$ cat src/rtl/uart_word_tx.sv
// uart_word_tx: sends 16-bit words as two UART bytes (low byte first), idle-high line.
// Define UART_TX_PARITY_EN to append an even-parity bit after each data byte (8E1 instead of 8N1).
module uart_word_tx #(
  parameter int CLK_FREQ  = 50_000_000,
  parameter int BAUD_RATE = 9600
) (
  input  logic        clk,
  input  logic        rst_n,
  input  logic [15:0] tx_word,
  input  logic        tx_word_valid,
  output logic        tx_word_ready,
  output logic        tx,
  output logic        tx_busy
);

  localparam int BAUD_CNT_MAX = CLK_FREQ / BAUD_RATE;
  localparam int CNT_W        = $clog2(BAUD_CNT_MAX);
  localparam logic [CNT_W-1:0] CNT_LAST = CNT_W'(BAUD_CNT_MAX - 1);

  localparam logic [2:0] S_IDLE   = 3'd0;
  localparam logic [2:0] S_START  = 3'd1;
  localparam logic [2:0] S_DATA   = 3'd2;
`ifdef UART_TX_PARITY_EN
  localparam logic [2:0] S_PARITY = 3'd3;
`endif
  localparam logic [2:0] S_STOP   = 3'd4;

  logic [2:0]       r_state;
  logic [CNT_W-1:0] r_baud;
  logic [2:0]       r_bit_idx;
  logic             r_byte_hi;
  logic [15:0]      r_hold;
  logic             r_hold_vld;
  logic [15:0]      r_shift;
  logic             r_tx;
`ifdef UART_TX_PARITY_EN
  logic             r_par;
`endif

  logic       w_tick;
  logic       w_load;
  logic [2:0] w_state_nxt;

  assign w_tick = (r_baud == CNT_LAST);

  always_comb begin
    w_state_nxt = r_state;
    w_load      = 1'b0;
    case (r_state)
      S_IDLE: begin
        if (r_hold_vld) begin
          w_state_nxt = S_START;
          w_load      = 1'b1;
        end
      end
      S_START: begin
        if (w_tick) w_state_nxt = S_DATA;
      end
      S_DATA: begin
        if (w_tick && (r_bit_idx == 3'd7)) begin
`ifdef UART_TX_PARITY_EN
          w_state_nxt = S_PARITY;
`else
          w_state_nxt = S_STOP;
`endif
        end
      end
`ifdef UART_TX_PARITY_EN
      S_PARITY: begin
        if (w_tick) w_state_nxt = S_STOP;
      end
`endif
      S_STOP: begin
        // Low byte done -> high byte follows; high byte done -> chain a held word with no gap.
        if (w_tick) begin
          if (!r_byte_hi) begin
            w_state_nxt = S_START;
          end else if (r_hold_vld) begin
            w_state_nxt = S_START;
            w_load      = 1'b1;
          end else begin
            w_state_nxt = S_IDLE;
          end
        end
      end
      default: w_state_nxt = S_IDLE;
    endcase
  end

  always_ff @(posedge clk or negedge rst_n) begin
    if (!rst_n) begin
      r_state    <= S_IDLE;
      r_baud     <= '0;
      r_bit_idx  <= '0;
      r_byte_hi  <= 1'b0;
      r_hold     <= '0;
      r_hold_vld <= 1'b0;
      r_shift    <= '0;
      r_tx       <= 1'b1;
    end else begin
      r_state <= w_state_nxt;

      if (w_tick || (w_state_nxt != r_state) || (w_state_nxt == S_IDLE))
        r_baud <= '0;
      else
        r_baud <= r_baud + CNT_W'(1);

      if (tx_word_valid && !r_hold_vld) begin
        r_hold     <= tx_word;
        r_hold_vld <= 1'b1;
      end else if (w_load) begin
        r_hold_vld <= 1'b0;
      end

      // After the low byte's eight shifts, the high byte sits in r_shift[7:0].
      if (w_load)
        r_shift <= r_hold;
      else if ((r_state == S_DATA) && w_tick)
        r_shift <= {1'b0, r_shift[15:1]};

      if ((r_state == S_DATA) && w_tick)
        r_bit_idx <= r_bit_idx + 3'd1;

      if ((r_state == S_STOP) && w_tick)
        r_byte_hi <= !r_byte_hi;

      case (r_state)
        S_START:  r_tx <= 1'b0;
        S_DATA:   r_tx <= r_shift[0];
`ifdef UART_TX_PARITY_EN
        S_PARITY: r_tx <= r_par;
`endif
        default:  r_tx <= 1'b1;
      endcase
    end
  end

`ifdef UART_TX_PARITY_EN
  always_ff @(posedge clk or negedge rst_n) begin
    if (!rst_n)
      r_par <= 1'b0;
    else if (r_state == S_START)
      r_par <= 1'b0;
    else if ((r_state == S_DATA) && w_tick)
      r_par <= r_par ^ r_shift[0];
  end
`endif

  assign tx_word_ready = !r_hold_vld;
  assign tx_busy       = (r_state != S_IDLE) | r_hold_vld;
  assign tx            = r_tx;

endmodule

$ cat config.mk
export PLATFORM = sky130hd
export DESIGN_NAME = uart_word_tx
export DESIGN_NICKNAME = d
export VERILOG_FILES = /design/src/rtl/uart_word_tx.sv
export SDC_FILE = /design/constraint.sdc
export NUM_CORES = 1
export LEC_CHECK = 0
export ABC_AREA = 1
export BUFFER_PORTS_ARGS = -buffer_cell sky130_fd_sc_hd__buf_2
export CAP_MARGIN = 20
export CORE_MARGIN = 2
export CORE_UTILIZATION = 55
export CTS_CLUSTER_SIZE = 40
export DETAILED_ROUTE_END_ITERATION = 7
export PLACE_DENSITY = 0.83
export SLEW_MARGIN = 10
export SYNTH_ARGS = -nofsm -noshare
export SYNTH_HDL_FRONTEND = slang
export SYNTH_SLANG_ARGS = --single-unit
$ cat constraint.sdc
create_clock -name clk -period 4.9 [get_ports clk]
set_input_delay 0.735 -clock clk [delete_from_list [all_inputs] [get_ports clk]]
set_output_delay 0.735 -clock clk [all_outputs]
set_load 0.02 [all_outputs]
==> results by group <==
Run status
  • Status: complete, no violations

Critical path
  • Worst setup startpoint: r_baud[0]
  • Critical path arrival: approximately 2.2 ns
  • Crit path max fanout: 13
  • Critical path type: reg -> reg
  • Worst R2R Start: r_baud[0]
  • Crit start category: flop
  • Critical Path RT: 5.13 ns
  • Worst setup EP type: flop

Global route
  • Initial antenna violation count: 0
  • Vias in the first global route: 1935
  • Gr ovfl total: 0
  • Largest net degree at the start of global routing: 55
  • First-pass GRT wire length: 8197 um
  • GRT Total Usage: 0.1925

Detailed routing
  • DR vias/cell: 4.910
  • Remaining DRCs: 0
  • Routed Antenna Nets: 0
  • DRT Pass-1 Iters: 4
  • Starting DRT DRC Count: ~110
  • Via count: ~2000
  • Drt wl/cell: 11.09 um
  • Final wirelength: 4547 um

Clock tree
  • CTS buffer count: 5
  • Setup bufs post-CTS: 0
  • CTS tree: built
  • Post-CTS Hold Buffers: 0
  • Resized cells post-CTS: 0
  • Clock Root Buffer: clkbuf_8
  • H-tree lvl count: 2
  • CTS max path bufs: 2
  • Clock transition at path regs: 0.09 ns
  • Worst skew pair latency: 0.32 ns
  • CTS Sinks: 54

Die
  • Die width: 74.86 um
  • Die Span Y: 74.86 um
  • Full die area: 0.005603 mm2
  • Top Ports: 22
  • Initial Util: 0.5770
  • Core box area: 0.004786 mm2
  • # rows: 25

Cells and area
  • Antenna Diode Count: 0
  • Layout cell share with drive strength beyond 1: 0.2041
  • Layout area overhead: 7.793%
  • Register area: between 0.001 and 0.0015 mm2
  • Final Util: 0.6220
  • Nets: between 300 and 400
  • FILL cells: 420
  • Footprint of the multi-input gates: 0.001170 mm2

STA
  • Tightest Pin Transition: slightly below 0.9 ns
  • Relative slew margins: 0.4050
  • Clock Skew: 0.006305 ns
  • Final Hold Viols: 0
  • Final setup fails: 0
  • Fmax: 0.4994 GHz
  • Fin crit period: 2.002 ns
  • Unrepaired setup endpoints after global routing: no
  • Setup TNS after final layout: 0 ns
  • Fin crit share: 0.4087
  • Slew Limit Fails: 0

Power and ir drop
  • VDD IR max: 0.2496 mV
  • PD cells: 294.7 mW/mm2
  • Leak pwr: 1.492 nW

Logic synthesis
  • Number of cells produced by synthesis: about 320
  • Top-area cell type share of the netlist area: 0.4803
  • Area contributors post-synth: dfrtp_1 48%, nand2_1 12%, nor2_1 5.6%, inv_1 4.5%, a21oi_1 4.0%
  • Syn. warnings: 0
  • #FFs+latches synth: 54
  • Avg Cell Area, Syn: 8.549 um2
  • Fraction of the yosys area taken by sequential cells: 0.4898
  • Synth unique cells: 30
  • Post-Syn Nets: between 300 and 400
  • Largest area contributor in the netlist: dfrtp_1
  • Mapped cell area: 0.002761 mm2

Place
  • DP Wirelength: 3132 um
  • IO buf count: 21
  • Routability cong.: 0.8644

Hold path
  • Hold crit path type: reg -> reg
  • Min-delay src: r_baud[0]

Run
  • Max-cap violations: 0
[final timing paths]
check	slack, ns	to	cells past startpoint
max	2.90	r_baud[12]	8
min	0.47	r_baud[0]	1
max reg2reg	2.90	r_baud[12]	8
min reg2reg	0.47	r_baud[0]	1
max in group asynchronous	3.95	r_baud[5]	2
min in group asynchronous	0.52	r_byte_hi	2
[layout make-up]
cell class	instances	area share
flip-flops and latches	54	0.4544
inverters	39	0.05002
well taps	67	0.02816
clock buffers	5	0.02312
clock inverters	3	0.01345
multi-input cells	220	0.3930
repair buffers	22	0.03783
[where the power goes]
| group | total, mW | internal, mW | switching, mW |
|---|---|---|---|
| Combinational | 0.0795 | 0.0296 | 0.0500 |
| Clock | 0.296 | 0.151 | 0.146 |
| Sequential | 0.501 | 0.489 | 0.0121 |
| Total | 0.877 | 0.669 | 0.208 |
[state kept, by name, summed over array words and instances, names as in the netlist]
signal / count
r_hold_vld: 1
r_bit_idx: 3
r_hold: 16
r_byte_hi: 1
r_state: 3
r_baud: 13
tx: 1
r_shift: 16
[through the flow]
stage / worst slack, ns / total power, mW / cells / hold slack (ns) / cell area (um2)
detailed placement: 2.845 / 0.5920 / 402 / 0.4634 / 2868
CTS: 2.876 / 0.8901 / 410 / 0.4763 / 2977
global route: 2.737 / 0.9259 / 410 / 0.5047 / 2977
global placement: 2.881 / 0.5859 / 402 / 0.4547 / 2868
finish: 2.898 / 0.8771 / 410 / 0.4745 / 2977
floorplan: 3.238 / 0.5612 / 323 / 0.4394 / 2761
[synth_stat cells]
cell,instances
a21oi_1,22
a21oi_2,7
buf_1,1
buf_4,1
buf_6,5
buf_8,1
clkbuf_1,2
dfrtp_1,53
dfstp_2,1
ha_1,3
inv_1,33
inv_2,5
inv_4,1
mux2_2,2
nand2_1,85
nand2_2,4
nand2_4,1
nand3_1,10
nand3_2,1
nand3_4,2
nand4_1,3
nor2_1,41
nor2_2,3
nor2_4,1
nor2_8,2
nor3_1,7
nor3_2,10
o21ai_0,8
xnor2_1,1
xor2_1,7
[placed cells by master, fill, tap and decap left out, drive strengths merged]
cell type,netlist,final
a21oi,29,29
buf,8,22
bufinv,0,1
clkbuf,2,5
clkinv,0,2
dfrtp,53,53
dfstp,1,1
ha,3,3
inv,39,39
mux2,2,2
nand2,90,90
nand3,13,13
nand4,3,3
nor2,47,47
nor3,17,17
o21ai,8,8
xnor2,1,1
xor2,7,7
[critical path: stages (launching register included)]
cell	delay (ns)
dfrtp_1	0.40
ha_1	0.24
nand2_2	0.12
nor2_4	0.05
nand3_4	0.17
nor2_1	0.06
o21ai_0	0.16
nand2_1	0.40
nor3_1	0.31
[cell families after synthesis]
family / count (synthesis) / share of synthesized area
AND/OR/NAND/NOR: 170 / 0.3000
flip-flops: 54 / 0.4898
buffers and inverters: 49 / 0.08654
AO/OA/AOI/OAI: 37 / 0.07658
XOR/XNOR: 8 / 0.02537
adder cells (fa/ha/maj): 3 / 0.01359
multiplexers: 2 / 0.008155
[per-layer routing]
metal	routed length [um]	track usage	up-vias
li1	-	-	1040
met1	2046	0.2329	931
met2	2240	0.3353	35
met3	167	0.03213	7
met4	92	0.08929	0
met5	0	0	-
Power figures use the tool's default switching activity.
